<file path="config.mk">
export PLATFORM = sky130hd
export DESIGN_NAME = uart_loader
export DESIGN_NICKNAME = d
export VERILOG_FILES = /design/src/rtl/uart_loader_pkg.sv /design/src/rtl/uart_byte_packer.sv /design/src/rtl/uart_loader.sv
export SDC_FILE = /design/constraint.sdc
export NUM_CORES = 1
export LEC_CHECK = 0
export ABC_AREA = 0
export BUFFER_PORTS_ARGS = -buffer_cell sky130_fd_sc_hd__buf_4
export CORE_MARGIN = 5
export CORE_UTILIZATION = 58
export CTS_CLUSTER_DIAMETER = 40
export DETAILED_ROUTE_END_ITERATION = 10
export PLACE_DENSITY = 0.87
export SYNTH_ARGS = -nofsm -noshare
export SYNTH_HDL_FRONTEND = slang
export SYNTH_SLANG_ARGS = --single-unit
</file>
<file path="constraint.sdc">
create_clock -name clk -period 4.6 [get_ports clk]
set_input_delay 0.46 -clock clk [delete_from_list [all_inputs] [get_ports clk]]
set_output_delay 0.46 -clock clk [all_outputs]
set_load 0.02 [all_outputs]
</file>
<file path="src/rtl/uart_loader_pkg.sv">
// Shared types for the UART boot loader: FSM states, error codes and packer index width.
package uart_loader_pkg;

  localparam int BYTE_IDX_W = 2;

  typedef enum logic [2:0] {
    ST_IDLE,
    ST_LEN,
    ST_DATA,
    ST_DONE,
    ST_ERR
  } loader_state_t;

  typedef enum logic [1:0] {
    ERR_NONE    = 2'd0,
    ERR_FRAME   = 2'd1,
    ERR_LEN     = 2'd2,
    ERR_TIMEOUT = 2'd3
  } err_code_t;

endpackage

</file>
<file path="src/rtl/uart_byte_packer.sv">
// Little-endian 8->32 packer. The completed word and its strobe are presented in the
// same cycle as the 4th byte so the loader can register the memory write one cycle later.
module uart_byte_packer
  import uart_loader_pkg::*;
(
  input  logic        clk,
  input  logic        rst,
  input  logic        clear,
  input  logic        byte_valid,
  input  logic [7:0]  byte_data,
  output logic [31:0] word,
  output logic        word_valid
);

  logic [BYTE_IDX_W-1:0] idx;
  logic [23:0]           shreg;

  // Only the three earlier bytes need storage; the 4th is taken straight from the input.
  assign word       = {byte_data, shreg};
  assign word_valid = byte_valid && (idx == BYTE_IDX_W'(3));

  always_ff @(posedge clk or posedge rst) begin
    if (rst) begin
      idx   <= '0;
      shreg <= '0;
    end else if (clear) begin
      idx   <= '0;
      shreg <= '0;
    end else if (byte_valid) begin
      idx   <= idx + BYTE_IDX_W'(1);
      shreg <= {byte_data, shreg[23:8]};
    end
  end

endmodule

</file>
<file path="src/rtl/uart_loader.sv">
// Boot loader FSM: reads a 32-bit word count N, then writes N packed words to
// instruction memory starting at address 0, reporting done or a classified error.
module uart_loader
  import uart_loader_pkg::*;
#(
  parameter int          ADDR_W      = 15,
  parameter int unsigned MAX_WORDS   = 2**ADDR_W,
  parameter int unsigned TIMEOUT_CYC = 1_000_000
) (
  input  logic              clk,
  input  logic              rst,
  input  logic              start,
  input  logic [7:0]        rx_data,
  input  logic              rx_valid,
  input  logic              rx_ferr,
  output logic              mem_we,
  output logic [ADDR_W-1:0] mem_addr,
  output logic [31:0]       mem_wdata,
  output logic              busy,
  output logic              done,
  output logic              err,
  output logic [1:0]        err_code,
  output logic [ADDR_W:0]   words_loaded
);

  localparam int          TMO_W    = (TIMEOUT_CYC > 1) ? $clog2(TIMEOUT_CYC) : 1;
  localparam logic [TMO_W-1:0] TMO_LAST = TMO_W'((TIMEOUT_CYC > 0) ? TIMEOUT_CYC - 1 : 0);
  localparam logic [31:0] MAX_N    = 32'(MAX_WORDS);

  loader_state_t    state;
  logic [ADDR_W:0]  len_reg;
  logic [TMO_W-1:0] tmo_cnt;
  logic             tmo_armed;
  logic             receiving;
  logic             rearm;
  logic             byte_acc;
  logic             tmo_hit;
  logic [31:0]      word;
  logic             word_valid;
  logic [ADDR_W:0]  wl_inc;

  assign receiving = (state == ST_LEN) || (state == ST_DATA);
  assign rearm     = start && !receiving;
  assign byte_acc  = receiving && rx_valid && !rx_ferr;
  assign tmo_hit   = (TIMEOUT_CYC != 0) && tmo_armed && (tmo_cnt == TMO_LAST);
  assign wl_inc    = words_loaded + (ADDR_W+1)'(1);

  uart_byte_packer u_packer (
    .clk        (clk),
    .rst        (rst),
    .clear      (rearm),
    .byte_valid (byte_acc),
    .byte_data  (rx_data),
    .word       (word),
    .word_valid (word_valid)
  );

  always_ff @(posedge clk or posedge rst) begin
    if (rst) begin
      state        <= ST_IDLE;
      len_reg      <= '0;
      tmo_cnt      <= '0;
      tmo_armed    <= 1'b0;
      mem_we       <= 1'b0;
      mem_addr     <= '0;
      mem_wdata    <= '0;
      busy         <= 1'b0;
      done         <= 1'b0;
      err          <= 1'b0;
      err_code     <= ERR_NONE;
      words_loaded <= '0;
    end else begin
      mem_we <= 1'b0;
      case (state)
        ST_IDLE, ST_DONE, ST_ERR: begin
          if (start) begin
            state        <= ST_LEN;
            busy         <= 1'b1;
            done         <= 1'b0;
            err          <= 1'b0;
            err_code     <= ERR_NONE;
            words_loaded <= '0;
            tmo_cnt      <= '0;
            tmo_armed    <= 1'b0;
          end
        end
        ST_LEN, ST_DATA: begin
          if (rx_ferr) begin
            state    <= ST_ERR;
            busy     <= 1'b0;
            err      <= 1'b1;
            err_code <= ERR_FRAME;
          end else if (byte_acc) begin
            tmo_cnt   <= '0;
            tmo_armed <= 1'b1;
            if (word_valid && state == ST_LEN) begin
              // Full 32-bit compare so huge counts cannot alias into range.
              if (word == 32'd0) begin
                state <= ST_DONE;
                busy  <= 1'b0;
                done  <= 1'b1;
              end else if (word > MAX_N) begin
                state    <= ST_ERR;
                busy     <= 1'b0;
                err      <= 1'b1;
                err_code <= ERR_LEN;
              end else begin
                state   <= ST_DATA;
                len_reg <= word[ADDR_W:0];
              end
            end else if (word_valid) begin
              mem_we       <= 1'b1;
              mem_addr     <= words_loaded[ADDR_W-1:0];
              mem_wdata    <= word;
              words_loaded <= wl_inc;
              if (wl_inc == len_reg) begin
                state <= ST_DONE;
                busy  <= 1'b0;
                done  <= 1'b1;
              end
            end
          end else if (tmo_hit) begin
            state    <= ST_ERR;
            busy     <= 1'b0;
            err      <= 1'b1;
            err_code <= ERR_TIMEOUT;
          end else if (tmo_armed) begin
            tmo_cnt <= tmo_cnt + TMO_W'(1);
          end
        end
        default: state <= ST_IDLE;
      endcase
    end
  end

endmodule
</file>
==> results_dict.tcl, run 1 <==
set metrics [dict create \
    htreeDepth 4 \
    cts_hold_buf 0 \
    hold_class "in2async" \
    fillers 737 \
    hpwl_um 10360 \
    async_reset_ff_share_pct 100.0 \
    worstPathArrival_ps 3800 \
    avgSynthCellArea_sq_um 9.633 \
    layout-drive-gt1-share_pct 20.62 \
    fin_crit_sh_pct 72.52 \
    r2r_cells 10 \
    yosysTopAreaCellShare_pct 53.06 \
    max_stage_delay_ps 640 \
    dr.pass1.iters 5 \
    nets 746 \
    critical_path_buf_inv_count 4 \
    root_buffer "clkbuf_8" \
    final_common_cell "nand2_1" \
    grtUsageTotal_pct 24.48 \
    grt_pass1_vias 5081 \
    die-area_sq_um 13170 \
    crit_chain "xnor2_1 -> nor3b_2 -> buf_4 -> nand2_1 -> or2_2 -> buf_4 -> inv_1 -> buf_4 -> nand2_1 -> nand2_1" \
    drv_cap 0 \
    syn_inst 661 \
    antenna_found_initial 0 \
    wire_per_inst_um 17.41 \
    grt_pass1_wl_um 25440 \
    diodes 0 \
    clockBufferDepth 2 \
    synth-seq-cells 135 \
    endpoint_kind "register" \
    whs_ps 60.42 \
    ys_warn_count 0 \
    wl_um 15350 \
    worst_pin_slew_ps 1114 \
    pwr_density_cell_nw_per_um2 388.0 \
    netlist_area_sq_um 6367 \
    grt_max_degree 72 \
    post-route-min-period_ps 3336 \
    slew_headroom_pct 25.72 \
    max_freq_ghz 0.2998 \
    slowest_stage "inv_1" \
    synth_top_flop_cell "dfrtp_1" \
    final_cell_mix "nand2_1, dfrtp_1, buf_4, nor2_1, o21ai_0" \
    ios 82 \
    cp.depth 10 \
    cts_tree "yes" \
    largest_register "mem_wdata" \
    vias 5285 \
    dp.cells 851 \
    core_sq_um 10790 \
    cts.sinks 135 \
    grt_remaining_overflow 0 \
    synth.largest_area_cell "dfrtp_1" \
    gp_congestion 0.9112 \
    p_leak_uw 0.003772 \
    crit_fanout 71 \
    biggestRegsByFlops "mem_wdata: 32 flops, u_packer.shreg: 24 flops, tmo_cnt: 20 flops" \
    setup_viol 0 \
    final-seq-area_sq_um 3378 \
    tns_ps 0 \
    die_h_um 114.8 \
    hold_viol_final 0 \
    antenna_left 0 \
    cts_buffers 17 \
    die-width_um 114.8 \
    placementRows 38 \
    post_cts_resized 0 \
    numPortBuffers 81 \
    synth_edf_count 0 \
    synth.distinct_cells 61 \
    synth_nets 677 \
    clk_pin_slew_ps 60 \
    initial_utilization_pct 59.00 \
    finalMaxSlewViolations 0 \
    postCtsSetupRepairBufs 0 \
    skew_ps 7.143 \
    path_class "reg2reg" \
    rsz0062_at_grt "false" \
    drc 0 \
    start_kind "register" \
    largest_reg_flops 32 \
    crit_family "buffers and inverters" \
    avgViaCountPerCell 5.992 \
    status "complete, no violations" \
    irDropWorstVdd_mv 0.2435 \
    syn_to_final_growth_pct 20.12 \
    multi_input_area_sq_um 2801 \
    ys_seq_area_share_pct 53.06 \
    drtIter0Drc 454 \
    clkLatencyLatePin_ps 520 \
    synth_area_leaders "dfrtp_1, nand2_1, a22o_1" \
    layoutNonFillerInstCount 882 \
    worstPathRequired_ps 5060 \
]
[Yosys cell counts (13+ instances only)]
master	number
nor2_1	39
dfrtp_1	135
xnor2_1	24
clkbuf_1	22
o21ai_0	39
nand4_1	13
nand2_1	171
nand3_1	16
a22o_1	25
mux2_2	16
buf_2	13
nor4_1	20
[stage by stage]
| step | total power (uW) | cell area [sq um] | utilization, % | setup WS, ps |
|---|---|---|---|---|
| after global placement | 1600 | 7044 | 65.27 | 1389 |
| after global routing | 3069 | 7649 | 70.87 | 989.7 |
| after CTS | 2983 | 7649 | 70.87 | 1283 |
| final | 2967 | 7649 | 70.87 | 1264 |
| after detailed placement | 1615 | 7044 | 65.27 | 1295 |
| after floorplan | 1506 | 6367 | - | 528.9 |
[layer usage]
metal	wire, um	vias to the layer above	global-route usage (%)
met3	939	29	5.526
met1	6536	2608	32.98
met4	248	0	8.451
met2	7628	205	39.58
met5	0	-	0
li1	-	2443	-
[cell families after synthesis]
family          Yosys count  synth area share [%]
buf+inv                  47                 3.085
flops                   135                 53.06
xor+xnor                 35                 4.814
fa+ha+maj                 3                0.5896
simple gates            315                 23.66
compound gates          107                 11.48
mux                      19                 3.321
[cell type report]
cell class                      instances  share of cell area [%]
Timing Repair Buffer                   86                   8.441
Clock inverter                         11                   1.947
Tap cell                              140                   2.290
Multi-Input combinational cell        479                   36.63
Clock buffer                           20                   5.955
Inverter                               11                  0.5725
Sequential cell                       135                   44.17
[power by group]
group          switching, uW  internal, uW
combinational            190           106
sequential              62.8          1240
clock                    506           866
[worst paths after layout]
path | start | endpoint | slack [ps]
min in group clk | rx_data[6] | mem_wdata[30] | 150
worst max-delay path | state[0] | mem_wdata[0] | 1260
worst min-delay path | rst | mem_wdata[13] | 60
worst min register to register | mem_addr[6] | mem_addr[6] | 480
max in group asynchronous | rst | tmo_cnt[11] | 3570
worst max register to register | state[0] | mem_wdata[0] | 1260
Power figures use the tool's default switching activity.
==> run 2, diff against run 1 <==
--- a/config.mk
+++ b/config.mk
@@ -8,10 +8,10 @@
 export ABC_AREA = 0
 export BUFFER_PORTS_ARGS = -buffer_cell sky130_fd_sc_hd__buf_4
 export CORE_MARGIN = 5
-export CORE_UTILIZATION = 58
+export CORE_UTILIZATION = 52
 export CTS_CLUSTER_DIAMETER = 40
 export DETAILED_ROUTE_END_ITERATION = 10
-export PLACE_DENSITY = 0.87
+export PLACE_DENSITY = 0.83
 export SYNTH_ARGS = -nofsm -noshare
 export SYNTH_HDL_FRONTEND = slang
 export SYNTH_SLANG_ARGS = --single-unit
==> constraint.sdc (replaced) <==
create_clock -name clk -period 3.05 [get_ports clk]
set_input_delay 0.305 -clock clk [delete_from_list [all_inputs] [get_ports clk]]
set_output_delay 0.305 -clock clk [all_outputs]
set_load 0.02 [all_outputs]
==> run 2 against run 1 <==
  * Global-route usage is 1.2 points lower
  * Flip-flop and latch count stayed put
  * Final area is 1.0% higher
  * Sequential power is 51% higher
==> results_dict.tcl, run 2 (synthesized netlist as in run 1, its figures left out) <==
set metrics [dict create \
    status "complete, no violations" \
    numPortBuffers 81 \
    hold_viol_final 0 \
    p_leak_uw 0.003803 \
    clkPwrFrac_pct 47.6 \
    vias 5322 \
    hpwl_um 10530 \
    core_sq_um 12010 \
    largest_register "mem_wdata" \
    rsz0062_at_grt "false" \
    final_cell_area_sq_um 7729 \
    hold_class "in2async" \
    worst_pin_slew_ps 716.0 \
    largest_reg_flops 32 \
    drv_cap 0 \
    drc 0 \
    endpoint_kind "register" \
    crit_fanout 7 \
    finalMaxSlewViolations 0 \
    grt_remaining_overflow 0 \
    grt_pass1_vias 5180 \
    internal_power_uw 3436 \
    final_common_cell "nand2_1" \
    worstPathRequired_ps 3360 \
    preCtsSetupSlack_ps 369.0 \
    path_class "reg2reg" \
    antenna_found_initial 0 \
    dp.cells 861 \
    cts.sinks 135 \
    skew_ps 5.491 \
    max_freq_ghz 0.3727 \
    grtUsageTotal_pct 23.26 \
    die-area_sq_um 14560 \
    clkLatencyLatePin_ps 420 \
    clk_pin_slew_ps 60 \
    placed_area_sq_um 7089 \
    worstPathArrival_ps 2990 \
    syn_to_final_growth_pct 21.38 \
    swShare_pct 26.06 \
    start_kind "register" \
    wl_um 16300 \
    cts_tree "yes" \
    nets 749 \
    wire_per_inst_um 18.25 \
    pwr_density_cell_nw_per_um2 601.2 \
    biggestRegsByFlops "mem_wdata: 32 flops, u_packer.shreg: 24 flops, tmo_cnt: 20 flops" \
    gp_congestion 0.8392 \
    fin_crit_sh_pct 87.97 \
    die-width_um 120.7 \
    post-route-util_pct 64.34 \
    grt_pass1_wl_um 27060 \
    initial_utilization_pct 53.01 \
    final_cell_mix "nand2_1, dfrtp_1, buf_4, nor2_1, o21ai_0" \
    grt_max_degree 136 \
    post-route-min-period_ps 2683 \
    root_buffer "clkbuf_16" \
    htreeDepth 4 \
    placementRows 40 \
    antenna_left 0 \
    power_frac_comb_pct 10.2 \
    tns_ps 0 \
    layout-drive-gt1-share_pct 20.91 \
    irDropWorstVdd_mv 0.3591 \
    die_h_um 120.7 \
    postCtsSetupRepairBufs 0 \
    diodes 0 \
    layoutNonFillerInstCount 893 \
    drtIter0Drc 615 \
    worst_slack_ps 367.0 \
    dr.pass1.iters 5 \
    avgViaCountPerCell 5.960 \
    setup_viol 0 \
    multi_input_area_sq_um 2801 \
    ios 82 \
    fillers 934 \
    switchingPower_uw 1211 \
    power_frac_seq_pct 42.2 \
    slew_headroom_pct 52.27 \
    final-seq-area_sq_um 3378 \
    clockBufferDepth 2 \
    cts_hold_buf 0 \
    cts_buffers 17 \
]
## run 2: timing repair
action / in CTS / in global routing
resized for setup: 0 / 1
endpoints found under the hold margin: 0 / 0
setup endpoints to repair: 0 / 1
## run 2: layer usage
metal  track usage [%]  wire length [um]
met2             36.36              7845
met4             7.153               231
met5                 0                 0
met3             5.051              1121
met1             32.67              7099
## run 2: critical path, cell delays in order, from the launching register on
cell and delay [ps]:
dfrtp_1 500, ha_1 340, nand4_2 210, nor2_2 270
a211oi_1 130, or4_4 450, nor4b_4 360, nand4_1 140
a21bo_1 190
## run 2: worst paths after layout
| path | from | endpoint | slack (ps) | depth (start not counted) |
|---|---|---|---|---|
| setup / recovery | words_loaded[0] | busy | 370 | 8 |
| hold / removal | rst | mem_wdata[10] | 60 | 3 |
| setup reg to reg | words_loaded[0] | busy | 370 | 8 |
| hold reg to reg | mem_addr[3] | mem_addr[3] | 480 | 2 |
| max in group asynchronous | rst | mem_addr[0] | 2430 | 3 |
| min in group clk | rx_data[0] | mem_wdata[24] | 110 | 3 |
## run 2: power groups by stage
stage | logic [uW] | clock network (uW) | registers (uW)
2_1_floorplan | 291 | 0 | 1980
3_3_place_gp | 452 | 0 | 1980
3_5_place_dp | 468 | 0 | 1990
4_1_cts | 473 | 2230 | 1960
5_1_grt | 516 | 2330 | 1970
6_report | 475 | 2210 | 1960
## run 2: layout make-up
class                   count  area share (%)
well taps                 147           2.380
flip-flops and latches    135           43.71
repair buffers             89           8.855
clock inverters            13           2.493
multi-input cells         479           36.25
inverters                  11          0.5828
clock buffers              19           5.731
## run 2: per-stage QoR
stage | hold WS (ps) | power, uW
after floorplan | 403.1 | 2271
after global placement | 459.1 | 2433
after detailed placement | 463.8 | 2454
after CTS | 94.24 | 4663
after global routing | 126.4 | 4813
final | 55.05 | 4647
==> run 3, diff against run 2 <==
--- a/config.mk
+++ b/config.mk
@@ -8,10 +8,10 @@
 export ABC_AREA = 0
 export BUFFER_PORTS_ARGS = -buffer_cell sky130_fd_sc_hd__buf_4
 export CORE_MARGIN = 5
-export CORE_UTILIZATION = 52
+export CORE_UTILIZATION = 40
 export CTS_CLUSTER_DIAMETER = 40
 export DETAILED_ROUTE_END_ITERATION = 10
-export PLACE_DENSITY = 0.83
+export PLACE_DENSITY = 0.68
 export SYNTH_ARGS = -nofsm -noshare
 export SYNTH_HDL_FRONTEND = slang
 export SYNTH_SLANG_ARGS = --single-unit
==> run 3 against run 2 <==
  * First-iteration DRC count decreased by 35%
  * Worst hold slack got worse by 48 ps
  * Clock skew increased by 13 ps
  * Wire length decreased by 4.0%
==> results_dict.tcl, run 3 (synthesized netlist as in run 1, its figures left out) <==
set metrics [dict create \
    syn_to_final_growth_pct 22.19 \
    grtUsageTotal_pct 17.80 \
    drtIter0Drc 402 \
    wire_per_inst_um 16.22 \
    preCtsSetupSlack_ps 448.7 \
    postCtsSetupRepairBufs 0 \
    cts.sinks 135 \
    grt_pass1_vias 4981 \
    r2r_start "words_loaded[0]" \
    post-route-util_pct 49.33 \
    p_leak_uw 0.003796 \
    core_sq_um 15770 \
    power_frac_seq_pct 43.6 \
    cts_hold_buf 0 \
    post-route-min-period_ps 2630 \
    largest_register "mem_wdata" \
    irDropWorstVdd_mv 0.4058 \
    clkPwrFrac_pct 45.9 \
    biggestRegsByFlops "mem_wdata: 32 flops, u_packer.shreg: 24 flops, tmo_cnt: 20 flops" \
    path_class "reg2reg" \
    crit_start "words_loaded[0]" \
    largest_reg_flops 32 \
    tns_ps 0 \
    skew_ps 18.48 \
    start_kind "register" \
    placed_area_sq_um 7191 \
    diodes 0 \
    hold_class "in2async" \
    swShare_pct 27.44 \
    drv_cap 0 \
    switchingPower_uw 1233 \
    clockBufferDepth 2 \
    drc 0 \
    grt_remaining_overflow 0 \
    dr.pass1.iters 4 \
    hpwl_um 10460 \
    placementRows 46 \
    post_cts_resized 0 \
    layout-drive-gt1-share_pct 21.12 \
    clk_pin_slew_ps 70 \
    r2r_cells 8 \
    setup_viol 0 \
    grt_pass1_wl_um 26050 \
    hold_viol_final 0 \
    crit_fanout 7 \
    max_freq_ghz 0.3802 \
    clkLatencyLatePin_ps 430 \
    grt_max_degree 85 \
    die_h_um 136.2 \
    worstPathRequired_ps 3350 \
    die-width_um 136.2 \
    cts_tree "yes" \
    final_cell_mix "nand2_1, dfrtp_1, buf_4, nor2_1, o21ai_0" \
    gp_congestion 0.8558 \
    worst_pin_slew_ps 750.2 \
    antenna_left 0 \
    die-area_sq_um 18540 \
    power_uw 4492 \
    timing.rr.end "busy" \
    rsz0062_at_grt "false" \
    fin_crit_sh_pct 86.24 \
    vias 5140 \
    critical_path.endpoint "busy" \
    endpoint_kind "register" \
    worstPathArrival_ps 2930 \
    finalMaxSlewViolations 0 \
    root_buffer "clkbuf_16" \
    cts_buffers 17 \
    wl_um 15640 \
    internal_power_uw 3260 \
    status "complete, no violations" \
    initial_utilization_pct 40.38 \
    ios 82 \
    reg2reg_slack_ps 420 \
    nets 751 \
    htreeDepth 4 \
    slew_headroom_pct 49.88 \
    final_common_cell "nand2_1" \
    avgViaCountPerCell 5.332 \
    worst_slack_ps 419.6 \
    numPortBuffers 81 \
    final_cell_area_sq_um 7780 \
    antenna_found_initial 0 \
    power_frac_comb_pct 10.4 \
    pwr_density_cell_nw_per_um2 577.4 \
]
-- run 3: cell types whose count changed in the layout (fill, tap and decap cells not counted) --
cell        change
clkbuf_8        -1
clkinvlp_4      -1
inv_6           +4
bufinv_16       -2
buf_4           +3
buf_6           -1
-- run 3: through the flow --
step	hold slack (ps)	instances
6_report	6.719	964
5_1_grt	74.81	964
4_1_cts	27.77	964
3_5_place_dp	464.2	932
3_3_place_gp	460.5	932
2_1_floorplan	403.1	661
-- run 3: critical path: stages (launching register included) --
cell      delay (ps)
dfrtp_1          480
ha_1             300
nand4_2          190
nor2_2           260
a211oi_1         130
or4_4            450
nor4b_4          350
nand4_1          140
a21bo_1          190
-- run 3: cell type report --
| class | instances | area (sq um) |
|---|---|---|
| clock buffer | 18 | 429.2 |
| clock inverter | 14 | 160.2 |
| fill | 1499 | 7990 |
| inverter | 11 | 45.04 |
| multi-input combinational | 479 | 2801 |
| sequential | 135 | 3378 |
| tap | 216 | 270.3 |
| timing repair buffer | 91 | 695.7 |
-- run 3: routing by layer --
layer	wire length, um	up-vias	GRT usage, %
li1	-	2454	-
met1	7703	2517	26.05
met2	6813	145	25.54
met3	840	24	4.663
met4	282	0	6.215
met5	0	-	0
-- run 3: how the worst min path moves through the flow --
stage	from	end	slack, ps	cells past startpoint
3_3_place_gp	mem_addr[12]	mem_addr[12]	460	2
3_5_place_dp	mem_wdata[18]	mem_wdata[18]	460	2
2_1_floorplan	rx_ferr	err_code[1]	400	1
5_1_grt	rst	mem_wdata[13]	70	2
4_1_cts	rst	mem_wdata[19]	30	2
6_report	rst	mem_wdata[18]	7	2
-- run 3: power by group through the flow --
stage	clock, uW	combinational (uW)	sequential [uW]
after floorplan	0	291	1980
after global placement	0	466	1990
after detailed placement	0	471	1990
after CTS	2100	473	1960
after global routing	2170	524	1970
final	2060	468	1960
